### src/rtl/aes_rx_packer.sv
// aes_rx_packer: packs 16 UART bytes into a 128-bit AES block, MSB-first,
// with a valid/ready handoff, overrun detection and an inter-byte timeout.
module aes_rx_packer #(
    parameter int TIMEOUT_CYCLES = 100000
) (
    input  logic         clk,
    input  logic         rst,
    input  logic [7:0]   rx_data,
    input  logic         rx_valid,
    output logic [127:0] plaintext,
    output logic         block_valid,
    input  logic         block_ready,
    output logic [4:0]   byte_count,
    output logic         overrun_err,
    output logic         timeout_err
);
    localparam logic [0:0] COLLECT = 1'b0;
    localparam logic [0:0] HOLD    = 1'b1;
    localparam int TW = TIMEOUT_CYCLES > 1 ? $clog2(TIMEOUT_CYCLES) : 1;
    localparam logic [TW-1:0] TMAX = TW'(TIMEOUT_CYCLES > 0 ? TIMEOUT_CYCLES - 1 : 0);

    logic [0:0]    r_state;
    logic [127:0]  r_plain;
    logic [4:0]    r_count;
    logic          r_ovr;
    logic          r_to;
    logic [TW-1:0] r_tcnt;

    logic       w_store;
    logic [3:0] w_idx;
    logic       w_tick;
    logic       w_fire;

    // a byte arriving alongside a transfer becomes byte 0 of the next block
    assign w_store = rx_valid && (r_state == COLLECT || block_ready);
    assign w_idx   = r_state == HOLD ? 4'd0 : r_count[3:0];
    assign w_tick  = TIMEOUT_CYCLES != 0 && r_state == COLLECT && !rx_valid && r_count != 5'd0;
    assign w_fire  = w_tick && r_tcnt == TMAX;

    always_ff @(posedge clk or posedge rst) begin
        if (rst) begin
            r_state <= COLLECT;
            r_plain <= '0;
            r_count <= '0;
            r_ovr   <= 1'b0;
            r_to    <= 1'b0;
            r_tcnt  <= '0;
        end else begin
            r_ovr  <= r_state == HOLD && rx_valid && !block_ready;
            r_to   <= w_fire;
            r_tcnt <= (w_tick && !w_fire) ? r_tcnt + 1'b1 : '0;
            if (w_store)
                r_plain[{~w_idx, 3'b000} +: 8] <= rx_data;
            if (r_state == COLLECT) begin
                r_count <= w_store ? r_count + 5'd1 : (w_fire ? 5'd0 : r_count);
                if (w_store && r_count == 5'd15)
                    r_state <= HOLD;
            end else if (block_ready) begin
                r_count <= rx_valid ? 5'd1 : 5'd0;
                r_state <= COLLECT;
            end
        end
    end

    assign plaintext   = r_plain;
    assign block_valid = r_state == HOLD;
    assign byte_count  = r_count;
    assign overrun_err = r_ovr;
    assign timeout_err = r_to;
endmodule

### config.mk
export PLATFORM = sky130hd
export DESIGN_NAME = aes_rx_packer
export DESIGN_NICKNAME = d
export VERILOG_FILES = /design/src/rtl/aes_rx_packer.sv
export SDC_FILE = /design/constraint.sdc
export NUM_CORES = 1
export LEC_CHECK = 0
export BUFFER_PORTS_ARGS = -buffer_cell sky130_fd_sc_hd__buf_2
export CORE_ASPECT_RATIO = 1.75
export CORE_MARGIN = 5
export CORE_UTILIZATION = 49
export DETAILED_ROUTE_END_ITERATION = 10
export PLACE_DENSITY_LB_ADDON = 0.15
export SYNTH_ARGS = -nofsm -noshare
export SYNTH_HDL_FRONTEND = slang
export SYNTH_SLANG_ARGS = --single-unit
### constraint.sdc
create_clock -name clk -period 5.15 [get_ports clk]
set_input_delay 1.03 -clock clk [delete_from_list [all_inputs] [get_ports clk]]
set_output_delay 1.03 -clock clk [all_outputs]
set_load 0.02 [all_outputs]
==> impl_metrics.yaml, run 1 <==
status:
  status: "finished, final reports clean"
pwr:
  cellPowerDensity_mw_per_mm2: 627
  total_power_w: 0.00498
  sw_frac_of_total_pct: 38.3
  combinationalPowerShare_pct: 37.7
  power.switching_w: 0.00191
  power.static_leakage_nw: 4.12
  power_report.internal_total_w: 0.00307
  p_clk_share_pct: 24.6
  worst_ir_drop_vdd_v: 0.000360
  sequential_share_of_power_pct: 37.7
synthesis:
  syn-cell-area_mm2: 0.00645
  mappedNetlistNets: 480
  synth_edf_count: 0
  synth_flop_cell: "sky130_fd_sc_hd__dfrtp_1"
  ys_ff_latch: 153
  synth_cells: 461
  synth-seq-area-share_pct: 59.3
  yosysUniqueCellTypes: 42
  post_synth.cell_area_avg_um2: 14.0
  synth-async-reset-ratio_pct: 100
  yosysWarningCount: 0
critical_path:
  endpoint_kind: "register"
  setup.worst_path.start_class: "register"
  critical_path.cell_chain: "nand2b_1 -> inv_1 -> ha_1 -> nand3_1 -> or4b_1 -> mux2_4"
  cp_num_buf_inv: 1
  timing.critical_path.required_ps: 5450
  crit-reg2reg-capture: "plaintext[83]"
  reg2reg_path_depth: 6
  critical-path-max-stage-delay_ps: 810
  timing.critical_path.arrival_ps: 3350
  startpoint: "block_valid"
  crit_type: "reg2reg"
  rr_startpoint: "block_valid"
  critical_path.max_fanout: 20
  cpLargestDelayFamily: "simple AND/OR/NAND/NOR gates"
  reg2reg_setup_slack_ps: 2100
  cpMaxStageDelayCell: "sky130_fd_sc_hd__or4b_1"
timing:
  clock_skew_ps: 13.5
  timing_hold_violations_final: 0
  worst_slew_margin_rel_pct: 21.2
  fmax_mhz: 328
  timing.final.setup_violations: 0
  worstMarginPinSlew_ps: 1170
  final.setup.worst_slack_ps: 2100
  final_setup_tns_ps: 0
  grt_setup_unrepaired: "false"
  maxSlewViolCount: 0
  final.period_utilization_pct: 59.3
  finalWorstPathRequiredPeriod_ps: 3050
min_path:
  min_to: "r_tcnt[0]"
  worst_hold_path.num_cells: 1
  hold_start: "r_tcnt[0]"
  min_path_type: "reg2reg"
route:
  met2_wirelength_mm: 8.61
  ant_nets: 0
  routed_wire_length_per_instance_um: 19.4
  met3WireLength_um: 752
  dr.pass1.iters: 4
  routed_via_density: 5.40
  dr.first_iter.drc_count: 182
  via_count: 4312
  wl_met1_mm: 5.91
  drt-total-wl_mm: 15.5
  max_used_layer: "met4"
  drt_drc_violations_left: 0
layout:
  syn2layout_area_growth_pct: 23.1
  layout-drive-gt1-share_pct: 50.0
  insertedDiodeCount: 0
  fill_cells: 1117
  final_core_density_pct: 61.4
  nets: 634
die:
  floorplan.die.width_um: 96.7
  die_height_um: 162
  boundaryPins: 148
  floorplan.rows: 55
  die_area_mm2: 0.0157
  core_mm2: 0.0129
  initial_utilization_pct: 49.9
placement:
  detailedPlacementHpwl_mm: 11.0
  place.port_buffers: 147
  routabilityCongestion: 0.812
  worst_slack_at_placement_ps: 2160
flow_run:
  maxCapViolCount: 0
clock_tree:
  htreeDepth: 4
  clk_transition_reported_paths_ps: 70
  tritoncts.num_buffers: 17
  cts_resized: 0
  post_cts_buffers: 0
  insertion_delay_ps: 420
  cts-root-buf: "sky130_fd_sc_hd__clkbuf_16"
  clk_path_buf_depth: 2
  tritoncts_clock_tree: "yes"
  number_of_sinks_handled_by_clock_tree_synthesis: 153
  cts_hold_repair_buffers: 0
grt:
  grt_max_degree: 154
  globalRoute.totalOverflow: 0
  grt_antenna_before_repair: 0
  vias_in_the_first_global_route: 4694
  global_route_wire_length_before_repair_mm: 25.4
  grtUsageTotal_pct: 20.5
-- cell type report --
cell class | instances | area, um^2 | area share (%)
clock buffers | 18 | 439 | 5.53
clock inverters | 14 | 154 | 1.94
inverters | 9 | 37.5 | 0.473
multi-input cells | 286 | 2510 | 31.7
flip-flops and latches | 153 | 3830 | 48.2
well taps | 171 | 214 | 2.69
repair buffers | 148 | 756 | 9.51
-- through the flow --
| step | cells | hold slack [ps] | area, um^2 |
|---|---|---|---|
| after floorplan | 461 | 453 | 6450 |
| after global placement | 767 | 478 | 7350 |
| after detailed placement | 767 | 477 | 7350 |
| after CTS | 799 | 486 | 7940 |
| after global routing | 799 | 514 | 7940 |
| final | 799 | 486 | 7940 |
-- cell families after synthesis --
kind of cell             synth area share [%]
buffers and inverters                    1.67
flip-flops                               59.3
AND/OR/NAND/NOR                          10.0
XOR/XNOR                                 2.17
multiplexers                             23.2
AO/OA/AOI/OAI                            2.25
adder cells (fa/ha/maj)                  1.36
-- power groups by stage --
stage	combinational [W]	sequential, W	clock [W]
CTS	0.00191	0.00188	0.00125
detailed placement	0.00190	0.00190	0
finish	0.00188	0.00188	0.00123
global placement	0.00186	0.00188	0
floorplan	0.000763	0.00236	0
global route	0.00202	0.00193	0.00131
-- placed cells by master (no fill, tap or decap), types with 3 or more instances in the layout --
master                      Yosys  routed
sky130_fd_sc_hd__xor2_1         9       9
sky130_fd_sc_hd__mux2_4         9       9
sky130_fd_sc_hd__inv_6          0       7
sky130_fd_sc_hd__dfrtp_1      153     153
sky130_fd_sc_hd__nor2b_1        3       3
sky130_fd_sc_hd__clkinv_4       0       4
sky130_fd_sc_hd__o211ai_1       4       4
sky130_fd_sc_hd__nor3_1         5       5
sky130_fd_sc_hd__nor4b_1        4       4
sky130_fd_sc_hd__and4_1         3       3
sky130_fd_sc_hd__nor4bb_1       3       3
sky130_fd_sc_hd__and2_1         9       9
sky130_fd_sc_hd__o31ai_1        4       4
sky130_fd_sc_hd__clkbuf_16      0      17
sky130_fd_sc_hd__a21oi_1        4       4
sky130_fd_sc_hd__nor3_2         3       3
sky130_fd_sc_hd__inv_1          9       8
sky130_fd_sc_hd__and3_1        12      12
sky130_fd_sc_hd__nand4_1        6       6
sky130_fd_sc_hd__xnor2_1        7       7
sky130_fd_sc_hd__nand3_1       18      18
sky130_fd_sc_hd__nand2_1       13      13
sky130_fd_sc_hd__nor2_1        21      21
sky130_fd_sc_hd__ha_1           7       7
sky130_fd_sc_hd__mux2_2       120     120
sky130_fd_sc_hd__buf_2          2     147
sky130_fd_sc_hd__o21ai_0        3       3
-- cell usage after synthesis (all sizes together) (3+ instances only) --
cell type,instances,area [um^2]
dfrtp,153,3830
mux2,129,1490
nor2,21,78.8
nand3,18,90.1
nand2,13,48.8
and3,12,75.1
and2,9,56.3
inv,9,33.8
xor2,9,78.8
clkbuf,8,30.0
nor3,8,55.1
ha,7,87.6
xnor2,7,61.3
nand4,6,37.5
buf,5,43.8
o21ai,5,25.0
a21oi,4,20.0
nor4b,4,35.0
o211ai,4,30.0
o31ai,4,30.0
and4,3,26.3
nor2b,3,18.8
nor4bb,3,30.0
-- registers in the layout, summed over array words and instances (netlist names) --
signal / count
plaintext: 128
r_tcnt: 17
byte_count: 5
block_valid: 1
overrun_err: 1
timeout_err: 1
-- per-layer routing --
layer,GRT usage (%),vias to the layer above
met4,7.09,0
li1,-,1961
met5,0,-
met3,5.80,17
met2,37.2,116
met1,23.0,2218
-- worst register-to-register path, stage by stage (launching register included) --
cell	delay [ps]
sky130_fd_sc_hd__dfrtp_1	700
sky130_fd_sc_hd__nand2b_1	230
sky130_fd_sc_hd__inv_1	80
sky130_fd_sc_hd__ha_1	450
sky130_fd_sc_hd__nand3_1	290
sky130_fd_sc_hd__or4b_1	810
sky130_fd_sc_hd__mux2_4	380
-- worst max-delay path by stage --
stage | endpoint | slack, ps | cells past startpoint
finish | plaintext[83] | 2100 | 6
floorplan | block_valid | 2190 | 1
detailed placement | plaintext[85] | 2160 | 6
CTS | plaintext[85] | 2150 | 6
global route | plaintext[83] | 1900 | 6
global placement | plaintext[86] | 2270 | 6
No activity file was read; power rests on OpenSTA's default activity.
==> inputs of run 2 (changes only) <==
- CORE_UTILIZATION: 49 -> 54
- clock period: 5.15 -> 3.13 ns (I/O delays scaled with it)
==> run 2 against run 1 <==
Non-clock buffer count is 7 higher. Power rose by 63%. Utilization increased by 6.7 points. Die area decreased by 8.5%. Wire length shrank 1.5%.
==> impl_metrics.yaml, run 2 (synthesis gave the netlist of run 1 again) <==
die:
  floorplan.die.width_um: 92.6
  core_mm2: 0.0116
  floorplan.rows: 52
  boundaryPins: 148
  die_area_mm2: 0.0143
  die_height_um: 155
  initial_utilization_pct: 55.4
route:
  ant_nets: 0
  dr.first_iter.drc_count: 208
  drt-total-wl_mm: 15.3
  dr.pass1.iters: 4
  routed_wire_length_per_instance_um: 19.9
  via_count: 4348
  drt_drc_violations_left: 0
  routed_via_density: 5.65
pwr:
  power.static_leakage_nw: 4.14
  cellPowerDensity_mw_per_mm2: 1020
  worst_ir_drop_vdd_v: 0.000556
clock_tree:
  number_of_sinks_handled_by_clock_tree_synthesis: 153
  post_cts_buffers: 0
  htreeDepth: 4
  clk_transition_reported_paths_ps: 60
  tritoncts_clock_tree: "yes"
  cts_hold_repair_buffers: 0
  cts_resized: 0
  cts-root-buf: "sky130_fd_sc_hd__clkbuf_16"
  insertion_delay_ps: 420
  tritoncts.num_buffers: 17
  clk_path_buf_depth: 2
layout:
  final_common_cell: "sky130_fd_sc_hd__dfrtp_1"
  finish.instance_area_mm2: 0.00793
  largest_register_ff_count: 128
  layout-drive-gt1-share_pct: 50.6
  syn2layout_area_growth_pct: 22.9
  fill_cells: 856
  nets: 641
  insertedDiodeCount: 0
  layout_common_cells: "153 x sky130_fd_sc_hd__dfrtp_1, 147 x sky130_fd_sc_hd__buf_2, 120 x sky130_fd_sc_hd__mux2_2, 21 x sky130_fd_sc_hd__nor2_1, 18 x sky130_fd_sc_hd__nand3_1"
  fin_cells: 770
grt:
  vias_in_the_first_global_route: 4572
  grt_antenna_before_repair: 0
  grtUsageTotal_pct: 22.4
  globalRoute.totalOverflow: 0
  global_route_wire_length_before_repair_mm: 24.7
  grt_max_degree: 71
timing:
  maxSlewViolCount: 0
  final_setup_tns_ps: 0
  final.period_utilization_pct: 91.2
  worstMarginPinSlew_ps: 768
  fmax_mhz: 350
  grt_setup_unrepaired: "false"
  timing.final.setup_violations: 0
  clock_skew_ps: 14.7
  finalWorstPathRequiredPeriod_ps: 2850
  worst_slew_margin_rel_pct: 48.1
  final.hold.worst_slack_ps: 217
  timing_hold_violations_final: 0
placement:
  placed_area_mm2: 0.00737
  routabilityCongestion: 0.917
  dp.cells: 738
  place.port_buffers: 147
  detailedPlacementHpwl_mm: 11.1
critical_path:
  cpMaxStageDelayCell: "sky130_fd_sc_hd__or4b_1"
  timing.critical_path.arrival_ps: 3160
  endpoint_kind: "register"
  critical_path.max_fanout: 12
  setup.worst_path.start_class: "register"
  timing.critical_path.required_ps: 3430
  crit_type: "reg2reg"
  critical-path-max-stage-delay_ps: 820
  critical_path.cell_chain: "nand2b_1 -> inv_1 -> ha_1 -> nand3_1 -> or4b_1 -> mux2_4"
flow_run:
  maxCapViolCount: 0
status:
  status: "finished, final reports clean"
min_path:
  min_path_type: "in2async"
## run 2: cell types whose count changed in the layout (fill, tap and decap cells not counted), sizes merged
| cell | change |
|---|---|
| buf | +7 |
| clkinvlp | +2 |
| bufinv | -1 |
| clkbuf | +1 |
| inv | -2 |
## run 2: path summary, 6_finish.rpt
check	start	end	slack, ps	cells after the start
max in group asynchronous	rst	plaintext[115]	2230	3
max	block_valid	plaintext[87]	280	6
max reg2reg	block_valid	plaintext[87]	280	6
min reg2reg	r_tcnt[0]	r_tcnt[0]	500	1
min	rst	plaintext[77]	220	2
min in group clk	r_tcnt[0]	r_tcnt[0]	500	1
## run 2: per-layer routing
layer	track usage [%]	up-vias	share of wire (%)
met5	0	-	0
met4	8.74	0	2.9
met3	5.88	30	5.8
met2	39.5	151	54
met1	25.6	2192	37
li1	-	1975	-
## run 2: final cells by class
cell class,instances,area (um^2),area share [%]
well taps,135,169,2.13
inverters,9,37.5,0.473
repair buffers,155,821,10.3
flip-flops and latches,153,3830,48.3
clock buffers,19,453,5.71
clock inverters,13,108,1.36
multi-input cells,286,2510,31.7
## run 2: critical path, delay by kind of cell, from the launching register on
kind          cells  cell delay (ps)
flops             1              520
mux               1              380
simple gates      3             1340
fa+ha+maj         1              430
buf+inv           1               70
## run 2: power by group
part	switching (W)	total (W)	internal, W	leakage (nW)
clock	0.000841	0.00192	0.00107	0.272
combinational	0.00185	0.00312	0.00126	1.84
sequential	0.000413	0.00308	0.00267	2.02
## run 2: through the flow
| step | power [W] | setup WS [ps] | util (%) |
|---|---|---|---|
| floorplan | 0.00514 | 370 | - |
| global placement | 0.00617 | 436 | 63.3 |
| detailed placement | 0.00628 | 319 | 63.3 |
| CTS | 0.00820 | 287 | 68.1 |
| global route | 0.00856 | 108 | 68.1 |
| finish | 0.00811 | 275 | 68.1 |
